**src/rtl/uart_tx_sched.sv**
```systemverilog
// Round-robin scheduler that shares one uart_tx serializer among N byte producers.
// Latency: a req_valid seen in IDLE with tx_done=1 gives tx_start and req_ready[winner] on the next cycle.
// Backpressure: a requester holds req_valid/req_data until its req_ready pulse; no grant while a frame is in flight.
// Optional feature macro: UART_TX_SCHED_BURST_EN (the owner keeps the grant for up to MAX_BURST bytes).
// Ports:
//   clk, rst_n            clock shared with uart_tx; asynchronous active-low reset
//   req_valid/req_data    per-requester byte offer (byte i on req_data[8i+7:8i])
//   req_ready             one-cycle accept pulse to the winning requester
//   grant                 one-hot current or last owner
//   tx_din/tx_start       byte and start pulse to the serializer; tx_din is held for the frame
//   tx_done               serializer idle flag
//   busy/err              frame in progress; one-cycle watchdog pulse
module uart_tx_sched #(
   parameter int N         = 4,
   parameter int MAX_BURST = 16,
   parameter int WD_CYCLES = 4
) (
   input  logic           clk,
   input  logic           rst_n,
   input  logic [N-1:0]   req_valid,
   input  logic [8*N-1:0] req_data,
   output logic [N-1:0]   req_ready,
   output logic [N-1:0]   grant,
   output logic [7:0]     tx_din,
   output logic           tx_start,
   input  logic           tx_done,
   output logic           busy,
   output logic           err
);

   localparam int IW = (N > 1) ? $clog2(N) : 1;
   localparam int WW = (WD_CYCLES > 1) ? $clog2(WD_CYCLES) : 1;

   if (N < 2 || N > 8) begin : g_bad_n
      $error("uart_tx_sched: N must be 2..8");
   end
   if (MAX_BURST < 1 || MAX_BURST > 255) begin : g_bad_burst
      $error("uart_tx_sched: MAX_BURST must be 1..255");
   end
   if (WD_CYCLES < 1) begin : g_bad_wd
      $error("uart_tx_sched: WD_CYCLES must be at least 1");
   end

   typedef enum logic [1:0] {
      IDLE      = 2'd0,
      START     = 2'd1,
      WAIT_LOW  = 2'd2,
      WAIT_HIGH = 2'd3
   } state_t;

   state_t          state_q, state_d;
   logic [IW-1:0]   ptr_q, ptr_d;
   logic [IW-1:0]   owner_q, owner_d;
   logic [WW-1:0]   wd_q, wd_d;
   logic [N-1:0]    req_ready_d, grant_d;
   logic [7:0]      tx_din_d;
   logic            tx_start_d, busy_d, err_d;

   // arbitration scratch
   logic [IW-1:0]   search, win, cand;
   logic            found;

`ifdef UART_TX_SCHED_BURST_EN
   logic [7:0]      burst_q, burst_d;
   logic            holding, keep;
`endif

   function automatic logic [IW-1:0] next_idx(input logic [IW-1:0] i);
      return (i == IW'(N - 1)) ? '0 : i + IW'(1);
   endfunction

   always_comb begin
      state_d     = state_q;
      ptr_d       = ptr_q;
      owner_d     = owner_q;
      wd_d        = wd_q;
      tx_din_d    = tx_din;
      grant_d     = grant;
      busy_d      = busy;
      tx_start_d  = 1'b0;
      req_ready_d = '0;
      err_d       = 1'b0;
      search      = ptr_q;
      found       = 1'b0;
      win         = '0;
      cand        = '0;
`ifdef UART_TX_SCHED_BURST_EN
      burst_d = burst_q;
      // burst_cnt is non-zero exactly while an owner holds the grant between frames
      holding = (burst_q != 8'd0);
      keep    = holding && req_valid[owner_q] && (burst_q < 8'(MAX_BURST));
`endif

      case (state_q)
         IDLE: begin
`ifdef UART_TX_SCHED_BURST_EN
            // release: the search restarts just past the old owner in the same cycle
            if (holding && !keep) begin
               burst_d = 8'd0;
               ptr_d   = next_idx(owner_q);
               search  = next_idx(owner_q);
            end
`endif
            for (int k = 0; k < N; k++) begin
               cand = IW'((int'(search) + k) % N);
               if (!found && req_valid[cand]) begin
                  found = 1'b1;
                  win   = cand;
               end
            end
`ifdef UART_TX_SCHED_BURST_EN
            if (keep) begin
               found = 1'b1;
               win   = owner_q;
            end
`endif
            if (tx_done && found) begin
               state_d          = START;
               owner_d          = win;
               grant_d          = N'(1) << win;
               req_ready_d      = N'(1) << win;
               tx_din_d         = req_data[8*int'(win) +: 8];
               tx_start_d       = 1'b1;
               busy_d           = 1'b1;
               wd_d             = '0;
`ifdef UART_TX_SCHED_BURST_EN
               burst_d = keep ? burst_q + 8'd1 : 8'd1;
`endif
            end
         end
         START: begin
            state_d = WAIT_LOW;
            wd_d    = '0;
         end
         WAIT_LOW: begin
            // tx_done is still high for a cycle after the start; only a fall counts
            if (!tx_done) begin
               state_d = WAIT_HIGH;
            end else if (wd_q == WW'(WD_CYCLES - 1)) begin
               // serializer never started: the byte is treated as consumed
               err_d   = 1'b1;
               busy_d  = 1'b0;
               state_d = IDLE;
               ptr_d   = next_idx(owner_q);
`ifdef UART_TX_SCHED_BURST_EN
               burst_d = 8'd0;
`endif
            end else begin
               wd_d = wd_q + WW'(1);
            end
         end
         WAIT_HIGH: begin
            if (tx_done) begin
               state_d = IDLE;
               busy_d  = 1'b0;
`ifndef UART_TX_SCHED_BURST_EN
               ptr_d   = next_idx(owner_q);
`endif
            end
         end
         default: state_d = IDLE;
      endcase
   end

   always_ff @(posedge clk or negedge rst_n) begin
      if (!rst_n) begin
         state_q   <= IDLE;
         ptr_q     <= '0;
         owner_q   <= '0;
         wd_q      <= '0;
         tx_din    <= 8'h00;
         grant     <= '0;
         req_ready <= '0;
         tx_start  <= 1'b0;
         busy      <= 1'b0;
         err       <= 1'b0;
      end else begin
         state_q   <= state_d;
         ptr_q     <= ptr_d;
         owner_q   <= owner_d;
         wd_q      <= wd_d;
         tx_din    <= tx_din_d;
         grant     <= grant_d;
         req_ready <= req_ready_d;
         tx_start  <= tx_start_d;
         busy      <= busy_d;
         err       <= err_d;
      end
   end

`ifdef UART_TX_SCHED_BURST_EN
   always_ff @(posedge clk or negedge rst_n) begin
      if (!rst_n) begin
         burst_q <= 8'd0;
      end else begin
         burst_q <= burst_d;
      end
   end
`endif

endmodule
```
**config.mk**
```make
export PLATFORM = sky130hd
export DESIGN_NAME = uart_tx_sched
export DESIGN_NICKNAME = d
export VERILOG_FILES = /design/src/rtl/uart_tx_sched.sv
export SDC_FILE = /design/constraint.sdc
export NUM_CORES = 1
export LEC_CHECK = 0
export BUFFER_PORTS_ARGS = -buffer_cell sky130_fd_sc_hd__buf_2
export CELL_PAD_IN_SITES_DETAIL_PLACEMENT = 0
export CELL_PAD_IN_SITES_GLOBAL_PLACEMENT = 1
export CORE_MARGIN = 4
export CORE_UTILIZATION = 39
export CTS_CLUSTER_SIZE = 10
export DETAILED_ROUTE_END_ITERATION = 8
export GPL_TIMING_DRIVEN = 0
export PLACE_DENSITY = 0.84
export SYNTH_ARGS = -nofsm -noshare
export SYNTH_HDL_FRONTEND = slang
export SYNTH_SLANG_ARGS = --single-unit
```
**constraint.sdc**
```tcl
create_clock -name clk -period 3.9 [get_ports clk]
set_clock_uncertainty 0.05 [all_clocks]
set_input_delay 0.195 -clock clk [delete_from_list [all_inputs] [get_ports clk]]
set_output_delay 0.195 -clock clk [all_outputs]
set_load 0.05 [all_outputs]
```
==> flow_summary.yaml, run 1 <==
outcome:
  status: "finished, final reports clean"
synthesis:
  synth-seq-cells: 27
  synth_fp_nets: 198
  avgSynthCellArea_um2: 10.32
  ys.flop_type: "dfrtp_1"
  synth_edf_count: 0
  synth_area_um2: 1579
  ys_types: 41
  synthArstFlopShare_pct: 100.0
  ys_seq_area_share_pct: 42.79
  synth_cells: 153
  ys_warn_count: 0
sta:
  finalSetupViolCount: 0
  max_freq_ghz: 0.5014
  maxSlewHeadroom_pct: 60.71
  rsz0062_at_grt: "no"
  fin_crit_ns: 1.994
  maxSlewViolCount: 0
  hold_viol: 0
  fin_hold_ws_ns: 0.1940
  worst_slew_pin_slew_ns: 0.5893
  finalCritPeriodShare_pct: 51.14
  fin_tns_setup_ns: 0
final_layout:
  layout-drive-gt1-share_pct: 38.60
  n_antenna_cell: 0
  area_growth_pct: 25.59
  final_nets: 261
route:
  num_vias: 1355
  dr.pass1.iters: 4
  wl_um: 3678
  drc_errors: 0
  via_per_inst: 5.152
  drt_iter0_markers: 56
  wire_per_inst_um: 13.98
  ant_nets: 0
worst_setup_path:
  crit_slowest_cell: "dfrtp_1"
  required_ns: 4.02
  worstPathArrival_ns: 2.11
  crit_family: "multiplexers"
  crit_start: "state_q[0]"
  regToRegSetupSlack_ns: 1.91
  ff2ff_path_depth: 6
  r2r-start: "state_q[0]"
  path_cells: "inv_1, ha_1, clkbuf_1, mux2_2, nand2_1, mux2_2"
  worst-path-buf-inv: 2
  critPathKind: "reg -> reg"
  crit_top_cell: "mux2_2"
  reg2reg_to: "ptr_q[1]"
  path_max_fanout: 10
  start_kind: "register"
  cp-end-kind: "register"
  cp_slowest_stage_delay_ns: 0.42
pwr:
  swShare_pct: 49.22
  p_leak_uw: 0.001043
  power_frac_comb_pct: 58.3
  clkPwrFrac_pct: 10.8
  power_density_nw_per_um2: 756.1
  intPower_uw: 761.4
  seq_power_share_pct: 30.9
  power.switching_uw: 738.1
  vdd_drop_max_uv: 292.9
placed_design:
  io_buffer_count: 57
  place.gp.congestion: 0.7376
  dp_hpwl_um: 2858
min_path:
  hold_class: "in -> reg"
  worstHoldStart: "tx_done"
  hold_depth: 2
  holdPathEnd: "err"
grt:
  grt_pass1_vias: 1369
  grtUsageTotal_pct: 14.91
  antenna_found_initial: 0
  grt_max_degree: 28
  grt_overflow: 0
  grt_pass1_wl_um: 6230
clocking:
  cts.clk_slew.worst_paths_ns: 0.10
  root_buffer: "clkbuf_8"
  tritoncts: "done"
  clk_latency_ns: 0.27
  cts_sinks: 27
  clock_path_buffers: 2
  htreeDepth: 1
  numCtsBuffers: 3
floorplan:
  rows: 22
  start_util_pct: 41.57
  dieArea_um2: 5131
  fp.dieW_um: 71.63
  die_h_um: 71.63
  coreArea_um2: 3799
  io-pin-count: 58
run:
  cap_viol_max_count: 0
-- synthesized netlist by cell type, types with 2 or more instances --
library cell,instances,area [um2]
mux2i_1,9,90.09
nand2_1,8,30.03
nor2_1,12,45.04
nand3_2,2,20.02
dfrtp_1,27,675.7
and3_1,9,56.30
buf_6,3,33.78
nand3_1,10,50.05
a21oi_1,3,15.01
and2b_1,2,15.01
nand2b_1,3,18.77
a31oi_1,3,18.77
a211oi_1,8,60.06
mux2_2,2,22.52
o31ai_1,2,15.01
inv_1,6,22.52
ha_1,6,75.07
a21o_1,6,45.04
o21ai_0,10,50.05
-- worst max path at each step --
stage / endpoint / slack [ns] / depth (start not counted)
after floorplan: ptr_q[1] / 2.07 / 6
after global placement: ptr_q[1] / 1.92 / 6
after detailed placement: ptr_q[1] / 1.91 / 6
after CTS: ptr_q[1] / 1.89 / 6
after global routing: ptr_q[1] / 1.76 / 6
final: ptr_q[1] / 1.91 / 6
-- power groups by stage --
stage / Sequential (uW) / Combinational [uW] / Clock, uW
finish: 463 / 874 / 163
global route: 480 / 959 / 177
CTS: 463 / 884 / 169
detailed placement: 470 / 882 / 0
global placement: 466 / 870 / 0
floorplan: 716 / 433 / 0
-- sequential cells by signal, summed over array words and instances (netlist names) --
register,cells
err,1
state_q,2
req_ready,4
wd_q,2
ptr_q,2
tx_din,8
owner_q,2
grant,4
tx_start,1
busy,1
-- stage by stage --
stage	power, uW	area, um2	cells	utilization (%)	setup WS (ns)
after floorplan	1148	1579	153	-	2.070
after global placement	1336	1924	258	50.66	1.920
after detailed placement	1351	1924	258	50.66	1.912
after CTS	1517	1983	263	52.21	1.893
after global routing	1616	1983	263	52.21	1.762
final	1500	1983	263	52.21	1.906
-- cells by family after synthesis --
kind of cell,count (synthesis),synth area share [%]
DFF,27,42.79
and+or+nand+nor,56,20.92
buffers and inverters,11,4.674
AOI/OAI and AO/OA,42,19.73
adders and majority gates,6,4.754
muxes,11,7.132
-- cells in the final DEF (no fill, tap or decap), drive strengths merged, types with 2 or more instances in the layout --
master	n
nand3	12
inv	6
a21o	6
clkbuf	5
a31oi	3
buf	60
o21ai	11
ha	6
and3	9
mux2	2
nand2b	3
mux2i	9
and2b	2
nor2	13
a21oi	4
o31ai	2
nand2	9
a211oi	9
nor2b	2
nor3b	2
dfrtp	27
-- area by class of cell --
cell class | instances | area, um2
flip-flops and latches | 27 | 675.6
multi-input cells | 115 | 829.5
fillers | 366 | 1815
clock inverters | 1 | 7.507
inverters | 6 | 22.52
plain buffers | 5 | 51.30
clock buffers | 3 | 41.29
well taps | 48 | 60.06
repair buffers | 58 | 295.3
-- per-layer routing --
metal | part of all wire (%) | GRT usage (%)
met5 | 0 | 0
met4 | 0.46 | 2.505
met3 | 5.6 | 3.647
met2 | 49 | 25.82
met1 | 45 | 19.09
-- timing repair --
item | in CTS | in global routing
buffers inserted | 0 | 0
hold endpoints to repair | 27 | 0
resized for setup | 0 | 0
hold buffers | 1 | 0
(Power assumes the default switching activity.)
==> inputs of run 2 (changes only) <==
- ABC_AREA: not set -> 1
- CORE_UTILIZATION: 39 -> 31
- PLACE_DENSITY: 0.84 -> 0.75
- clock period: 3.9 -> 1.7 ns (I/O delays scaled with it)
==> flow_summary.yaml, run 2 <==
outcome:
  status: "finished, violations left"
  violations: "negative setup slack"
worst_setup_path:
  required_ns: 1.81
  path_max_fanout: 7
  start_kind: "register"
  crit_family: "simple AND/OR/NAND/NOR gates"
  crit_slowest_cell: "dfrtp_1"
  worstPathArrival_ns: 2.12
  cp-end-kind: "register"
  worst-path-buf-inv: 4
  path_cells: "buf_6, inv_8, nand2_2, nand2_2, nand2_4, nand2_4, nor2_4, nand3_4, nand2_4, nor2_4, clkinv_4, clkbuf_16, nand2_2, nand2_1"
  cp_slowest_stage_delay_ns: 0.41
  critPathKind: "reg -> reg"
floorplan:
  rows: 27
  start_util_pct: 32.19
  dieArea_um2: 7069
  die_h_um: 84.08
  fp.dieW_um: 84.08
  io-pin-count: 58
  coreArea_um2: 5574
placed_design:
  place.gp.congestion: 0.8002
  dp_hpwl_um: 3483
  postPlaceCellArea_um2: 2217
  io_buffer_count: 57
sta:
  maxSlewViolCount: 0
  fin_crit_ns: 2.003
  finalSetupViolCount: 23
  rsz0062_at_grt: "yes"
  max_freq_ghz: 0.4993
  worst_slew_pin_slew_ns: 0.5904
  finalCritPeriodShare_pct: 117.8
  hold_viol: 0
  postLayoutSetupSlackWorst_ns: -0.3027
  maxSlewHeadroom_pct: 60.64
final_layout:
  multi_input_area_um2: 1211
  layout-drive-gt1-share_pct: 43.63
  fill_cells: 563
  regArea_um2: 676.9
  top_register: "tx_din"
  reg.largest.list: "tx_din (8), grant (4), req_ready (4)"
  largest_reg_flops: 8
  stdcell_area_um2: 2758
  layout_common_cells: "nand2_1 (108), buf_2 (58), dfrtp_1 (26)"
  n_antenna_cell: 0
  area_growth_pct: 53.70
  final_nets: 399
  final_common_cell: "nand2_1"
clocking:
  cts.clk_slew.worst_paths_ns: 0.09
  numCtsBuffers: 3
  htreeDepth: 1
  cts_sinks: 27
  tritoncts: "done"
  clock_path_buffers: 2
  root_buffer: "clkbuf_8"
  clk_latency_ns: 0.27
synthesis:
  synth_compound_area_share_pct: 3.626
  synth_area_leaders: "dfrtp_1 (38%), nand2_1 (28%), nand4_1 (5.9%), ha_1 (4.2%), inv_1 (3.6%)"
  synth_xor_xnor_area_share_pct: 0
  avgSynthCellArea_um2: 6.771
  synth_cells: 265
  synth-seq-cells: 27
  ys_warn_count: 0
  synth_fp_nets: 310
  ys.flop_type: "dfrtp_1"
  synth_top_area_share_pct: 37.66
  synth_fa_ha_area_share_pct: 4.184
  ys_seq_area_share_pct: 37.66
  synth_top_family_by_area: "simple AND/OR/NAND/NOR gates"
  synth-simple-area-share_pct: 45.82
  ys_types: 23
  synth_most_common_cell: "nand2_1"
  synth_area_um2: 1794
  synthArstFlopShare_pct: 100.0
  synth_edf_count: 0
  synth_common_cells: "nand2_1 (135), dfrtp_1 (27), inv_1 (17), nand4_1 (17), nor2_1 (13)"
  synth.area.mux_share_pct: 0
  yosysTopAreaCell: "dfrtp_1"
route:
  wire_per_inst_um: 12.47
  wl_um: 5300
  drt_iter0_markers: 68
  dr.pass1.iters: 4
  ant_nets: 0
  num_vias: 1917
  via_per_inst: 4.511
  drc_errors: 0
grt:
  antenna_found_initial: 0
  grt_max_degree: 28
  grt_overflow: 0
  grt_pass1_wl_um: 8493
  grt_pass1_vias: 1830
  grtUsageTotal_pct: 14.27
min_path:
  hold_class: "in -> reg"
run:
  cap_viol_max_count: 0
## run 2: kinds of logic (layout without fill, tap and decap cells)
logic type,after synthesis,in the layout
and+or+nand+nor,187,188
buffers and inverters,32,119
AOI/OAI and AO/OA,13,13
adders and majority gates,6,6
DFF,27,27
## run 2: per-layer routing
metal / routed length [um] / track usage, % / part of all wire (%)
met1: 2417 / 19.08 / 46
met2: 2604 / 24.61 / 49
met3: 277 / 2.270 / 5.2
met4: 0 / 2.193 / 0
met5: 0 / 0 / 0
## run 2: final cells by class
type | instances | area share [%]
plain buffers | 8 | 3.267
clock buffers | 3 | 1.497
clock inverters | 1 | 0.2722
inverters | 24 | 3.993
multi-input cells | 207 | 43.92
flip-flops and latches | 27 | 24.55
well taps | 72 | 3.267
repair buffers | 82 | 18.92
repair inverters | 1 | 0.3176
## run 2: path summary, 6_finish.rpt
kind | startpoint | end | cells past startpoint | slack, ns
worst min-delay path | tx_done | err | 3 | 0.07
min in group asynchronous | rst_n | grant[2] | 2 | 0.29
max in group asynchronous | rst_n | ptr_q[1] | 2 | 0.89
worst max register to register | ptr_q[0] | tx_din[4] | 14 | -0.30
worst max-delay path | ptr_q[0] | tx_din[4] | 14 | -0.30
worst min register to register | tx_din[5] | tx_din[5] | 2 | 0.43
## run 2: per-stage QoR
| step | cells | hold WS, ns | TNS (ns) | setup WS (ns) | util, % |
|---|---|---|---|---|---|
| global route | 425 | 0.06970 | -8.126 | -0.4186 | 49.47 |
| finish | 425 | 0.06853 | -5.433 | -0.3027 | 49.47 |
| detailed placement | 394 | 0.07950 | -4.515 | -0.2453 | 39.78 |
| global placement | 394 | 0.08128 | -4.783 | -0.2629 | 39.78 |
| floorplan | 265 | -0.2606 | 0 | 0.001058 | - |
| CTS | 414 | 0.04219 | -2.650 | -0.1841 | 44.53 |
## run 2: repair_timing
action	CTS	global route
setup endpoints to repair	24	25
pin swaps	12	12
gates resized for setup	31	46
endpoints found under the hold margin	27	0
hold buffers	1	0
gates cloned	4	3
buffers inserted	11	8
## run 2: worst reg2reg max path, cell delays in order, from the launching register on
cell	delay, ns
dfrtp_1	0.41
buf_6	0.16
inv_8	0.08
nand2_2	0.05
nand2_2	0.09
nand2_4	0.07
nand2_4	0.07
nor2_4	0.05
nand3_4	0.15
nand2_4	0.09
nor2_4	0.22
clkinv_4	0.13
clkbuf_16	0.18
nand2_2	0.05
nand2_1	0.05
Power of run 2 is not shown: default switching activity piles up to over one toggle a cycle in this logic, so the estimate is an artifact.
